$ cat src/rtl/drive_pkg.sv
// Shared encodings and the mode-to-wheel-target table for the drive ramp controller.
// Pure declarations: no latency, no flow control.
package drive_pkg;

    typedef enum logic [1:0] {
        MODE_STRAIGHT = 2'b00,
        MODE_LEFT     = 2'b01,
        MODE_RIGHT    = 2'b10,
        MODE_BACK     = 2'b11
    } mode_t;

    typedef enum logic [1:0] {
        DIR_COAST = 2'b00,
        DIR_FWD   = 2'b01,
        DIR_REV   = 2'b10,
        DIR_BRAKE = 2'b11
    } dir_t;

    typedef enum logic [1:0] {
        ST_RUN       = 2'b00,
        ST_REVERSING = 2'b01,
        ST_ESTOP     = 2'b10
    } wheel_state_t;

    typedef struct packed {
        dir_t       dir;
        logic [9:0] duty;
    } target_t;

    localparam logic [10:0] DUTY_MAX = 11'd1023;

    function automatic target_t mode_target(input mode_t mode, input logic is_left,
                                            input logic [9:0] fast_duty,
                                            input logic [9:0] slow_duty);
        target_t t;
        t.dir  = DIR_FWD;
        t.duty = fast_duty;
        case (mode)
            MODE_LEFT:  if (is_left)  t.duty = slow_duty;
            MODE_RIGHT: if (!is_left) t.duty = slow_duty;
            MODE_BACK: begin
                t.dir  = DIR_REV;
                t.duty = slow_duty;
            end
            default: t.duty = fast_duty;
        endcase
        return t;
    endfunction

    function automatic logic [9:0] clamp10(input logic [10:0] v);
        return (v > DUTY_MAX) ? 10'd1023 : v[9:0];
    endfunction

endpackage

$ cat src/rtl/drive_ramp_wheel.sv
// One wheel: RUN/REVERSING/ESTOP FSM with registered duty and direction.
// Duty/dir update one edge after a tick (stop: one edge, tick-independent); no backpressure.
module drive_ramp_wheel
    import drive_pkg::*;
#(
    parameter logic [10:0] STEP = 11'd32
) (
    input  logic       clk,
    input  logic       rst_n,
    input  logic       tick,
    input  logic       stop,
    input  target_t    target,
    output logic [9:0] duty,
    output dir_t       dir,
    output logic       on_target
);

    wheel_state_t state, state_nxt;
    logic [9:0]   duty_nxt;
    dir_t         dir_nxt;
    logic [10:0]  duty_w, tgt_w, dec_w;

    always_ff @(posedge clk or negedge rst_n) begin
        if (!rst_n) begin
            state <= ST_REVERSING;
            duty  <= '0;
            dir   <= DIR_BRAKE;
        end else begin
            state <= state_nxt;
            duty  <= duty_nxt;
            dir   <= dir_nxt;
        end
    end

    always_comb begin
        duty_w    = {1'b0, duty};
        tgt_w     = {1'b0, target.duty};
        dec_w     = (duty_w > STEP) ? duty_w - STEP : 11'd0;
        state_nxt = state;
        duty_nxt  = duty;
        dir_nxt   = dir;
        if (stop) begin
            state_nxt = ST_ESTOP;
            duty_nxt  = '0;
            dir_nxt   = DIR_BRAKE;
        end else begin
            case (state)
                ST_ESTOP: state_nxt = ST_REVERSING;
                ST_REVERSING: begin
                    if (tick) begin
                        // Direction only ever changes on a tick that finds duty already at zero.
                        if (duty == '0) begin
                            dir_nxt   = target.dir;
                            state_nxt = ST_RUN;
                        end else begin
                            duty_nxt = clamp10(dec_w);
                        end
                    end
                end
                ST_RUN: begin
                    if (tick) begin
                        if (target.dir != dir) begin
                            state_nxt = ST_REVERSING;
                            duty_nxt  = clamp10(dec_w);
                        end else if (tgt_w > duty_w) begin
                            duty_nxt = clamp10((tgt_w - duty_w > STEP) ? duty_w + STEP : tgt_w);
                        end else begin
                            duty_nxt = clamp10((duty_w - tgt_w > STEP) ? duty_w - STEP : tgt_w);
                        end
                    end
                end
                default: state_nxt = ST_REVERSING;
            endcase
        end
    end

    assign on_target = (state == ST_RUN) && (duty == target.duty) && (dir == target.dir);

endmodule

$ cat src/rtl/drive_ramp_ctrl.sv
// Two-wheel slew-limited motor command generator; DRIVE_RAMP_EN selects ramping, else full step every cycle.
// Outputs registered, 1 edge after a tick (stop: 1 edge always); no backpressure.
module drive_ramp_ctrl
    import drive_pkg::*;
#(
    parameter logic [9:0]  FAST_DUTY = 10'd1023,
    parameter logic [9:0]  SLOW_DUTY = 10'd512,
    parameter int unsigned RAMP_DIV  = 100_000,
    parameter logic [9:0]  RAMP_STEP = 10'd32
) (
    input  logic       clk,
    input  logic       rst_n,
    input  logic [1:0] mode,
    input  logic       stop,
    output logic [9:0] left_duty,
    output logic [9:0] right_duty,
    output logic [1:0] left_dir,
    output logic [1:0] right_dir,
    output logic       settled
);

`ifdef DRIVE_RAMP_EN
    localparam bit RAMP_EN = 1'b1;
`else
    localparam bit RAMP_EN = 1'b0;
`endif

    localparam logic [10:0] STEP_EFF = RAMP_EN ? {1'b0, RAMP_STEP} : DUTY_MAX;
    localparam int unsigned CNT_W    = (RAMP_DIV > 1) ? $clog2(RAMP_DIV) : 1;
    localparam logic [CNT_W-1:0] CNT_LAST = CNT_W'(RAMP_DIV - 1);

    logic [CNT_W-1:0] cnt;
    logic             tick;
    target_t          l_tgt, r_tgt;
    dir_t             l_dir, r_dir;
    logic             l_ok, r_ok;

    always_ff @(posedge clk or negedge rst_n) begin
        if (!rst_n) begin
            cnt <= '0;
        end else if (cnt == CNT_LAST) begin
            cnt <= '0;
        end else begin
            cnt <= cnt + CNT_W'(1);
        end
    end

    // With ramping disabled every edge is a tick and the step covers the full range.
    assign tick  = !RAMP_EN || (cnt == CNT_LAST);
    assign l_tgt = mode_target(mode_t'(mode), 1'b1, FAST_DUTY, SLOW_DUTY);
    assign r_tgt = mode_target(mode_t'(mode), 1'b0, FAST_DUTY, SLOW_DUTY);

    drive_ramp_wheel #(.STEP(STEP_EFF)) u_left (
        .clk       (clk),
        .rst_n     (rst_n),
        .tick      (tick),
        .stop      (stop),
        .target    (l_tgt),
        .duty      (left_duty),
        .dir       (l_dir),
        .on_target (l_ok)
    );

    drive_ramp_wheel #(.STEP(STEP_EFF)) u_right (
        .clk       (clk),
        .rst_n     (rst_n),
        .tick      (tick),
        .stop      (stop),
        .target    (r_tgt),
        .duty      (right_duty),
        .dir       (r_dir),
        .on_target (r_ok)
    );

    assign left_dir  = l_dir;
    assign right_dir = r_dir;

    always_ff @(posedge clk or negedge rst_n) begin
        if (!rst_n) begin
            settled <= 1'b0;
        end else begin
            settled <= l_ok && r_ok;
        end
    end

endmodule
$ cat config.mk
export PLATFORM = sky130hd
export DESIGN_NAME = drive_ramp_ctrl
export DESIGN_NICKNAME = d
export VERILOG_FILES = /design/src/rtl/drive_pkg.sv /design/src/rtl/drive_ramp_wheel.sv /design/src/rtl/drive_ramp_ctrl.sv
export SDC_FILE = /design/constraint.sdc
export NUM_CORES = 1
export LEC_CHECK = 0
export CAP_MARGIN = 20
export CORE_MARGIN = 1
export CORE_UTILIZATION = 59
export CTS_BUF_LIST = sky130_fd_sc_hd__clkbuf_16
export DETAILED_ROUTE_END_ITERATION = 8
export PLACE_DENSITY_LB_ADDON = 0.05
export SLEW_MARGIN = 25
export SYNTH_ARGS = -nofsm -noshare
export SYNTH_HDL_FRONTEND = slang
export SYNTH_HIERARCHICAL = 1
export SYNTH_SLANG_ARGS = --single-unit
export TNS_END_PERCENT = 50
$ cat constraint.sdc
create_clock -name clk -period 3.24 [get_ports clk]
set_input_delay 0.486 -clock clk [delete_from_list [all_inputs] [get_ports clk]]
set_output_delay 0.486 -clock clk [all_outputs]
set_load 0.02 [all_outputs]
Word-level counts from Yosys, hierarchy flattened --
Index checks and enable logic that the tools add are counted.
Word-level totals: bits in registers 29, output and inout bits 25, word-level logic and storage cells 100
Operators by class: add/sub/neg operators 8, multiplexer cells 35, reductions and logical operators 23, equal/unequal tests 17, order comparisons 10
Operators by type and width (number):
- $mux W10 | 12
- $gt A11 B10 Y1 const B | 8
- $mux W11 | 4
- $sub A10 B10 Y11 | 4
- $pmux W10 S2 | 2
- $mux W2 | 13
- $add A10 B10 Y11 const B | 2
- $sub A10 B10 Y11 const B | 2
- $eq A10 B10 Y1 | 2
- $gt A10 B10 Y1 | 2
- $logic_not A10 Y1 | 2
- $mux W9 | 2
- $ne A3 B2 Y1 const B | 4
- $reduce_and A2 Y1 | 6
- $pmux W2 S2 | 2
- $reduce_bool A2 Y1 | 4
- $eq A2 B1 Y1 const B | 3
- $ne A3 B3 Y1 const B | 2
- $reduce_bool A3 Y1 | 2
- $logic_and A1 B1 Y1 | 5
- $eq A2 B2 Y1 | 2
- $eq A2 B2 Y1 const B | 2
- $logic_not A2 Y1 | 2
- $ne A2 B2 Y1 | 2
- $reduce_or A2 Y1 | 2

Longest topological paths before layout --
depth after elaboration 12, gate-level depth with buffers 11

Hierarchy --
Netlist, hierarchy kept.
Modules (own cells, without submodules):
- drive_ramp_wheel (u_right) | area each 1549.0 um^2, instances 1, cells an instance 176
- drive_ramp_wheel (u_left) | area each 1496.4 um^2, instances 1, cells an instance 166
- drive_ramp_ctrl | area each 52.6 um^2, instances 1, cells an instance 7

Least setup slack after synthesis --
No wires, ideal clock.
path kind in2reg, from input mode[1], to register u_right.duty[2], stages 10, path buffers 1, path slack 0.240 ns, arrival 2.878 ns, data required time 3.118 ns, cells stage by stage inv_1 > inv_1 > ha_1 > a211oi_1 > nor2_1 > a2111oi_0 > buf_2 > and2_1 > o21ai_0 > a32o_1
On the way: cells in the longest elaborated chain, start to end 12
Ends and longest elaborated chain:
- from (decl) | line drive_ramp_ctrl.sv:13 | input logic [1:0] mode,
- $eq A2 B2 Y1 | line drive_pkg.sv:38 | case (mode)
- $reduce_or A2 Y1 (no source line)
- $mux W9
- $sub A10 B10 Y11, on equally long branches | line drive_ramp_wheel.sv:68, drive_ramp_wheel.sv:66
- $gt A11 B10 Y1, on equally long branches | line drive_ramp_wheel.sv:68, drive_ramp_wheel.sv:66
- $mux W11, on equally long branches | line drive_ramp_wheel.sv:68, drive_ramp_wheel.sv:66
- $gt A11 B10 Y1 | line drive_pkg.sv:51 | return (v > DUTY_MAX) ? 10'd1023 : v[9:0];
- $mux W10 | line drive_pkg.sv:51
- $mux W10 | line drive_ramp_wheel.sv:65 | end else if (tgt_w > duty_w) begin
- $mux W10 * | line drive_ramp_wheel.sv:62 | if (target.dir != dir) begin
- $pmux W10 S2 * | line drive_ramp_wheel.sv:47 | case (state)
- $mux W10 * | line drive_ramp_wheel.sv:42 | if (stop) begin
- to (signal assigned) | line drive_ramp_wheel.sv:30 | duty <= duty_nxt;
- to (decl) | line drive_ramp_wheel.sv:13 | output logic [9:0] duty,
Every way passes the cells marked *; elsewhere a longest branch is shown, timed or not. A chain may end at the register's enable or synchronous reset.

==> metrics.cfg <==
[run_status]
status = complete, no violations

[setup_path]
end_kind = flop
path_common_cell = inv_1
crit-reg2reg-launch = u_right/duty[0]
cp.required_ns = 3.40
crit_cells = 11
max_stage_delay_ns = 0.43
cp.arrival_ns = 3.18
worstPathCellList = clkdlybuf4s50_1, inv_1, buf_12, buf_4, inv_1, ha_1, o21ai_0, a221oi_2, o21ai_1, or3_1, a32o_1
crit_start = mode[1]
path_buf_inv = 5
rr_worst_depth = 11
rrSetupSlack_ns = 0.61
crit_type = input port to flop
r2r-end = u_right/duty[2]
cp-start-kind = input port
cp-endpoint = u_right/duty[2]
critPathMaxFanout = 16
cp_top_family = compound AO/OA/AOI/OAI gates
crit_slowest_cell = clkdlybuf4s50_1

[routing]
wirelength_um = 7870
route.detailed.drc = 0
wl_met2_um = 3740
first_pass_iters = 4
final_antenna_net_count = 0
wl_met3_um = 494
wl_met1_um = 3510
wl_per_cell_um = 16.3
highest_layer = met4
detail_route.vias_per_cell = 5.96
drtIter0Drc = 140
num_vias = 2874

[yosys]
synth_edf_count = 0
ys_types = 64
ys_warn_count = 6
yosysTopAreaCellShare = 0.186
yosys.area.top_type = dfrtp_1
synthCells = 349
synth-seq-area-share = 0.237
netlist_area_um2 = 3100
ys_async_sr_fraction = 1.00
synth_area_leaders = dfrtp_1 (19%), ha_1 (19%), inv_1 (6.7%)
synth-seq-cells = 29
synth_flop_cell = dfrtp_1
syn_avg_cell_area_um2 = 8.88

[floorplan]
design.core.area_um2 = 5070
die_w_um = 74.5
initial_utilization = 0.610
die_h_um = 74.5
io_pins = 30
dieArea_um2 = 5540
rows = 26

[min_path]
min_path_type = flop to flop

[power]
p_per_area_nw_per_um2 = 332
p_clk_frac = 0.343
pwr-share-comb = 0.321
internal_power_mw = 0.835
pwr-share-seq = 0.336
ir_worst_vdd_mv = 0.329
p_sw_frac = 0.337
switchingPower_mw = 0.424
p_leak_nw = 1.74

[sta]
max_slew_margin = 0.507
final_max_slew_viol_count = 0
fin_skew_ns = 0.00222
setup_viol = 0
worstMarginPinSlew_ns = 0.733
fin_crit_ns = 3.02
hold_ws_ns = 0.491
hold_viol = 0
fmax_mhz = 331
rsz0062_at_grt = no
finalCritPeriodShare = 0.932

[run]
cap_violations = 0

[global_route]
grt_pass1_vias = 2704
grt_overflow = 0
grt_pass1_wl_um = 12800
antenna_found_initial = 0
grt_max_degree = 30
grt_use_total = 0.306

[clocking]
clock_sinks = 29
clk_latency_ns = 0.27
cts_max_path_buffers = 2
htreeDepth = 2
cts_inserted_buffers = 5
clk_pin_slew_ns = 0.05
ctsHoldBuffers = 0
cts_resized = 0
cts_tree = yes
clock-root-buffer = clkbuf_16
cts_setup_buffers = 0

[cells_and_area]
final_cell_mix = inv_1 (55), ha_1 (46), clkdlybuf4s50_1 (29)
nNetsFinal = 466
drive_gt1_frac = 0.126
final_common_cell = inv_1
final_util = 0.748
final_cell_area_um2 = 3790
antennaDiodeCount = 0
layout-area-overhead-vs-synth_pct = 22.5
fill_cells = 401

[place]
placed_area_um2 = 3660
dpl.hpwl_um = 6020
port_buffers = 29
place_congestion = 0.882

worst min-delay path: stages (launching register included):
cell and delay [ns]:
dfstp_2 0.37, nand2_1 0.04, o21ai_0 0.06
metal layers:
metal,vias to the layer above,global-route usage
met1,1347,0.424
li1,1394,-
met2,119,0.491
met4,0,0.0943
met5,-,0
met3,14,0.0501
Yosys cell counts, types with 3 or more instances:
cell type,n
o21ai_0,17
or3_1,7
a32o_1,7
fa_1,4
nor2_1,22
a211oi_1,6
and2_1,4
o31ai_1,3
nand4_1,6
nand2_1,22
nand3_1,9
dfrtp_1,23
a221o_1,8
and3_1,3
inv_1,55
nor2b_1,7
xnor2_1,6
dfstp_2,6
a311oi_1,4
a21oi_1,10
nor3_1,6
ha_1,46
o21ai_1,4
a211o_1,7
layout make-up:
class	count	area [µm²]	share of cell area
inverters	55	206	0.0544
flip-flops and latches	29	733	0.193
clock buffers	5	125	0.0330
repair buffers	49	465	0.123
clock inverters	3	12.5	0.00330
well taps	70	87.6	0.0231
multi-input cells	271	2160	0.570
cell families (layout without fill, tap and decap cells):
logic type,count (synthesis),in the layout,synth area share
buffers and inverters,61,112,0.0796
other,1,13,0.00121
XOR/XNOR,6,6,0.0170
adder cells (fa/ha/maj),50,50,0.212
AO/OA/AOI/OAI,96,96,0.264
flip-flops,29,29,0.237
AND/OR/NAND/NOR,106,106,0.190
stage by stage:
stage	setup slack, ns	setup TNS, ns	cells	power [mW]
6_report	0.221	0	482	1.26
2_1_floorplan	0.240	0	361	0.686
5_1_grt	0.0544	0	482	1.33
3_5_place_dp	-0.0260	-0.0649	474	0.824
3_3_place_gp	0.0694	0	474	0.813
4_1_cts	0.255	0	482	1.26
flip-flops by register name (all words and copies together), names as in the netlist:
name,count
settled,1
u_left/dir,2
u_left/duty,10
u_left/state,2
u_right/dir,2
u_right/duty,10
u_right/state,2
power groups by stage:
stage               sequential, mW  clock, mW  combinational [mW]
finish                       0.423      0.431               0.404
detailed placement           0.428          0               0.396
floorplan                    0.439          0               0.248
CTS                          0.423      0.438               0.400
global route                 0.427      0.455               0.445
global placement             0.428          0               0.385
how the worst min path moves through the flow:
stage | slack, ns | cells past startpoint | start | end
CTS | 0.49 | 2 | u_right/dir[1] | u_right/dir[1]
finish | 0.49 | 2 | u_right/dir[1] | u_right/dir[1]
global placement | 0.48 | 2 | u_right/dir[1] | u_right/dir[1]
floorplan | 0.19 | 0 | rst_n | settled
detailed placement | 0.49 | 2 | u_right/dir[1] | u_right/dir[1]
global route | 0.51 | 2 | u_right/dir[0] | u_right/dir[0]
Note: power is estimated with default switching activity, not from simulation.
